===== src/rtl/mips_check_port.sv =====
// mips_check_port
//   Hardware end of the CPU check channel. Sits beside the single-cycle MIPS
//   datapath, spots committed CHECK instructions (opcode 6'b111111) and queues
//   {tag, pc, rs value} for the output monitor. When the queue is full the
//   CPU is stalled and keeps re-presenting the same CHECK until it fits.
//
// Ports
//   clk, rst_n        rising-edge clock, synchronous active-low reset
//   instr_i           instruction committing this cycle
//   commit_i          instr_i commits this cycle
//   pc_i              pc of instr_i
//   rs_data_i         register-file read of rs (instr_i[25:21])
//   stall_o           hold pc/instr; the CHECK is not accepted this cycle
//   chk_valid_o       head entry valid
//   chk_ready_i       consumer accepts head entry
//   chk_tag_o         head entry tag (instr_i[TAG_W-1:0] at commit)
//   chk_pc_o          head entry pc
//   chk_data_o        head entry rs value
//   chk_total_o       number of accepted CHECKs, wraps 16'hFFFF -> 0
//   dbg_state         occupancy state (0 empty, 1 partial, 2 full)
//
// Handshake: an entry transfers on every rising edge where chk_valid_o and
// chk_ready_i are both high. chk_valid_o never depends on chk_ready_i, and
// while chk_valid_o=1 and chk_ready_i=0 the payload outputs hold.

module mips_check_port #(
    parameter int WIDTH = 32,
    parameter int DEPTH = 4,
    parameter int TAG_W = 16
) (
    input  logic             clk,
    input  logic             rst_n,
    input  logic [WIDTH-1:0] instr_i,
    input  logic             commit_i,
    input  logic [WIDTH-1:0] pc_i,
    input  logic [WIDTH-1:0] rs_data_i,
    output logic             stall_o,
    output logic             chk_valid_o,
    input  logic             chk_ready_i,
    output logic [TAG_W-1:0] chk_tag_o,
    output logic [WIDTH-1:0] chk_pc_o,
    output logic [WIDTH-1:0] chk_data_o,
    output logic [15:0]      chk_total_o,
    output logic [1:0]       dbg_state
);

    localparam int AW = $clog2(DEPTH);
    localparam logic [AW:0] PTR_ONE  = (AW + 1)'(1);
    localparam logic [AW:0] CNT_LAST = (AW + 1)'(DEPTH - 1);

    typedef enum logic [1:0] {
        OCC_EMPTY = 2'd0,
        OCC_PART  = 2'd1,
        OCC_FULL  = 2'd2
    } occ_state_t;

    logic [TAG_W-1:0] tag_mem  [DEPTH];
    logic [WIDTH-1:0] pc_mem   [DEPTH];
    logic [WIDTH-1:0] data_mem [DEPTH];

    // Extra wrap bit on each pointer distinguishes full from empty.
    logic [AW:0] wr_ptr;
    logic [AW:0] rd_ptr;
    logic [AW:0] count;
    logic [15:0] total;

    occ_state_t state;
    occ_state_t state_nxt;

    logic is_chk;
    logic full;
    logic empty;
    logic push;
    logic pop;

    // Only the opcode and the tag field matter; the rest of the word is ignored.
    logic unused_instr;
    assign unused_instr = ^instr_i;

    assign is_chk = commit_i && (instr_i[WIDTH-1:WIDTH-6] == 6'b111111);
    assign full   = (wr_ptr[AW] != rd_ptr[AW]) && (wr_ptr[AW-1:0] == rd_ptr[AW-1:0]);
    assign empty  = (wr_ptr == rd_ptr);
    assign count  = wr_ptr - rd_ptr;

    // Stall looks only at the registered fill level, so a pop in the same
    // cycle does not release it and there is no ready-to-stall path.
    assign stall_o = rst_n && is_chk && full;

    assign push = is_chk && !full;
    assign pop  = !empty && chk_ready_i;

    assign chk_valid_o = !empty;
    assign chk_total_o = total;
    assign dbg_state   = state;

    // Payload is forced to zero when nothing is buffered so stale entries
    // left in the storage after a reset never show on the outputs.
    assign chk_tag_o  = empty ? '0 : tag_mem[rd_ptr[AW-1:0]];
    assign chk_pc_o   = empty ? '0 : pc_mem[rd_ptr[AW-1:0]];
    assign chk_data_o = empty ? '0 : data_mem[rd_ptr[AW-1:0]];

    // Storage needs no reset: emptiness is defined by the pointers alone.
    always_ff @(posedge clk) begin
        if (rst_n && push) begin
            tag_mem[wr_ptr[AW-1:0]]  <= instr_i[TAG_W-1:0];
            pc_mem[wr_ptr[AW-1:0]]   <= pc_i;
            data_mem[wr_ptr[AW-1:0]] <= rs_data_i;
        end
    end

    always_ff @(posedge clk) begin
        if (!rst_n) begin
            wr_ptr <= '0;
            rd_ptr <= '0;
            total  <= '0;
            state  <= OCC_EMPTY;
        end else begin
            if (push) begin
                wr_ptr <= wr_ptr + PTR_ONE;
                total  <= total + 16'd1;
            end
            if (pop) begin
                rd_ptr <= rd_ptr + PTR_ONE;
            end
            state <= state_nxt;
        end
    end

    // Occupancy state tracks the pointer difference; push is impossible
    // when full, so FULL only ever leaves on a pop.
    always_comb begin
        state_nxt = state;
        case (state)
            OCC_EMPTY: begin
                if (push) state_nxt = OCC_PART;
            end
            OCC_PART: begin
                if (push && !pop && count == CNT_LAST) begin
                    state_nxt = OCC_FULL;
                end else if (pop && !push && count == PTR_ONE) begin
                    state_nxt = OCC_EMPTY;
                end
            end
            OCC_FULL: begin
                if (pop) state_nxt = OCC_PART;
            end
            default: state_nxt = OCC_EMPTY;
        endcase
    end

endmodule

===== config.mk =====
export PLATFORM = sky130hd
export DESIGN_NAME = mips_check_port
export DESIGN_NICKNAME = d
export VERILOG_FILES = /design/src/rtl/mips_check_port.sv
export SDC_FILE = /design/constraint.sdc
export NUM_CORES = 1
export LEC_CHECK = 0
export BUFFER_PORTS_ARGS = -buffer_cell sky130_fd_sc_hd__buf_2
export CORE_MARGIN = 5
export CORE_UTILIZATION = 40
export DETAILED_ROUTE_END_ITERATION = 10
export GPL_TIMING_DRIVEN = 1
export PLACE_DENSITY = 0.74
export REMOVE_ABC_BUFFERS = 1
export SETUP_SLACK_MARGIN = 0.02
export SLEW_MARGIN = 0
export SYNTH_ARGS = -nofsm -noshare
export SYNTH_HDL_FRONTEND = slang
export SYNTH_SLANG_ARGS = --single-unit
export TNS_END_PERCENT = 30

===== constraint.sdc =====
create_clock -name clk -period 7.95 [get_ports clk]
set_clock_uncertainty 0.05 [all_clocks]
set_input_delay 0.3975 -clock clk [delete_from_list [all_inputs] [get_ports clk]]
set_output_delay 0.3975 -clock clk [all_outputs]
set_load 0.005 [all_outputs]

==> flow_summary.yaml <==
status:
  status: "completed"
die:
  top_level_ports: 200
  die_area_sq_um: 37300
  core-area_sq_um: 33300
  die_h_um: 193
  core.rowCount: 67
  initial_core_util_pct: 40.3
  fp.dieW_um: 193
timing:
  hold_violations: 0
  worst_pin_slew_ps: 959
  final.min_clock_period_ps: 3410
  relSlewSlack_pct: 36.0
  finalSetupViolations: 0
  fmax_mhz: 293
  rsz0062_at_grt: "no"
  maxSlewViolCount: 0
  period_share_pct: 42.9
  setup_tns_ps: 0
drt:
  drtPass1Iterations: 4
  num_vias: 6780
  avgViaCountPerCell: 5.04
  ant_nets: 0
  drc_errors: 0
  routed_wl_um: 26200
  wl_per_cell_um: 19.4
  drtIter0Drc: 339
logic_synthesis:
  syn-cell-area_sq_um: 13400
  synth_edf_count: 320
  syn_inst: 668
  synth-main-ff-cell: "edfxtp_1"
  yosys_warnings: 0
  async_flop_share_pct: 0
  ys_seq_area_share_pct: 75.6
  yosysTopAreaCell: "edfxtp_1"
  synth_area_leaders: "edfxtp_1 (72%), mux4_2 (13%), dfxtp_1 (3.9%), and2_1 (3.8%), ha_1 (0.75%)"
  ys_ff_latch: 346
  netlist-cell-type-count: 33
  synth.avg_cell_area_sq_um: 20.1
  synth_top_area_share_pct: 71.7
place:
  port_buffers: 189
  routabilityCongestion: 0.788
  hpwl_um: 15800
global_routing:
  grt_pass1_vias: 7156
  grtUsageTotal_pct: 14.1
  grt.busiest_layer: "met2"
  antenna_found_initial: 4
  use_met2_pct: 22.8
  grt_use_met3_pct: 5.19
  grt.met1_usage_pct: 18.3
  grt_first_pass_wirelength_um: 40600
  grt_max_degree: 83
  overflow: 0
setup_path:
  ff2ff_setup_slack_ps: 4540
  r2r_end: "data_mem[2][31]$_DFFE_PP_"
  worstRegToRegCells: 5
  cp_slowest_cell: "buf_4"
  cp-start-kind: "register"
  crit_type: "register to register"
  timing.rr.start: "wr_ptr[0]$_SDFFE_PN0N_"
  cp.required_ps: 8040
  cp_data_arrival_time_ps: 3490
  cp_cell_sequence: "inv_1, ha_1, a311oi_2, and3_4, buf_4"
  cp-end-kind: "register"
  critPathMaxFanout: 50
  slowest_delay_ps: 700
hold_path:
  min_path_type: "primary input to register"
  holdPathEnd: "data_mem[0][24]$_DFFE_PP_"
  hold-path-cell-count: 1
  hold_path.startpoint: "rs_data_i[24]"
clock_tree:
  cts_setup_buffers: 0
  clock_path_buffers: 3
  numCtsBuffers: 36
  cts.reportedPaths.clkPinSlew_ps: 60
  cts_hold_buf: 0
  tritoncts: "built"
  clock_latency_ps: 510
  cts_root_buffer: "clkbuf_16"
  clock_sinks: 346
  ctsResizeCount: 0
  cts_max_level: 2
finish:
  drive_gt1_share_pct: 37.1
  layout_common_cells: "edfxtp_1 (320), buf_2 (189), and2_1 (81)"
  n_fill_cell: 2798
  final_common_cell: "edfxtp_1"
  area_growth_pct: 19.7
  fin_nets: 981
pwr:
  p_leak_nw: 5.50
  powerDensity_nw_per_um2: 230
  irDropWorstVdd_mv: 0.141
  finalPower_mw: 3.69
run:
  drv_cap: 0
[worst max-delay path, delay by kind of cell, from the launching register on]
| kind | cells | cell delay [ps] |
|---|---|---|
| buffers and inverters | 2 | 800 |
| AO/OA/AOI/OAI | 1 | 660 |
| adder cells (fa/ha/maj) | 1 | 420 |
| flip-flops | 1 | 400 |
| AND/OR/NAND/NOR | 1 | 630 |
[through the flow]
step,cell area [sq um],util (%),hold WS (ps),cells,setup slack [ps]
final,16000,48.2,48.4,1346,4540
after global routing,16000,48.2,15.0,1345,4310
after CTS,16000,48.2,10.5,1345,4490
after detailed placement,14900,44.7,425,1282,4510
after global placement,14900,44.7,402,1282,4490
after floorplan,13300,-,409,637,488
[power by group]
| part | leakage, nW | internal [mW] | switching (mW) |
|---|---|---|---|
| clock network | 0.557 | 0.994 | 0.649 |
| logic | 1.85 | 0.0274 | 0.0353 |
| registers | 3.09 | 1.99 | 0.00103 |
| total | 5.50 | 3.01 | 0.685 |
[cell usage after synthesis, types with 4 or more instances]
cell and n:
nor2_1 7, mux4_2 80, or3_1 8, o21ai_0 7, nand4_1 5, nand3_1 8, mux2i_1 7, dfxtp_1 26
buf_2 9, inv_1 6, a21oi_1 13, nand2_1 18, and2_1 81, nand2b_1 9, or4_1 5, nor4_1 4
edfxtp_1 320, and3_1 4, clkbuf_1 21, ha_1 8
[how the worst max path moves through the flow]
stage,end,cells past startpoint,slack [ps],start
final,data_mem[2][31]$_DFFE_PP_,5,4540,wr_ptr[0]$_SDFFE_PN0N_
after global routing,pc_mem[2][19]$_DFFE_PP_,5,4310,wr_ptr[0]$_SDFFE_PN0N_
after CTS,pc_mem[2][19]$_DFFE_PP_,5,4490,wr_ptr[0]$_SDFFE_PN0N_
after detailed placement,pc_mem[0][28]$_DFFE_PP_,5,4510,wr_ptr[0]$_SDFFE_PN0N_
after global placement,data_mem[2][11]$_DFFE_PP_,5,4490,wr_ptr[0]$_SDFFE_PN0N_
after floorplan,data_mem[3][0]$_DFFE_PP_,4,490,wr_ptr[0]$_SDFFE_PN0N_
[layout make-up]
cell class	count	area, sq um	share of cell area [%]
flip-flops and latches	346	10100	63.2
multi-input cells	285	3150	19.7
repair buffers	197	1010	6.27
clock buffers	48	977	6.09
well taps	448	561	3.49
clock inverters	15	181	1.13
inverters	6	22.5	0.140
diodes	1	2.50	0.0156
[logic make-up (layout without fill, tap and decap cells)]
kind of cell / after synthesis / count (layout) / synth area share (%)
flip-flops: 346 / 346 / 75.6
AND/OR/NAND/NOR: 153 / 153 / 6.62
multiplexers: 87 / 87 / 14.0
buffers and inverters: 37 / 266 / 1.12
AO/OA/AOI/OAI: 30 / 30 / 1.40
adder cells (fa/ha/maj): 9 / 9 / 0.896
XOR/XNOR: 6 / 6 / 0.392
other: 0 / 1 / 0
[sequential cells by signal, indices dropped and copies added (netlist names), named ones only]
signal,count
chk_total_o,16
data_mem,128
dbg_state,2
pc_mem,128
rd_ptr,3
tag_mem,64
wr_ptr,3
[metal layers]
| metal | share of wire [%] | vias to the layer above |
|---|---|---|
| li1 | - | 3095 |
| met1 | 41 | 3414 |
| met2 | 47 | 215 |
| met3 | 9.3 | 50 |
| met4 | 2.1 | 6 |
| met5 | 0.19 | - |
Note: power is estimated with default switching activity, not from simulation.
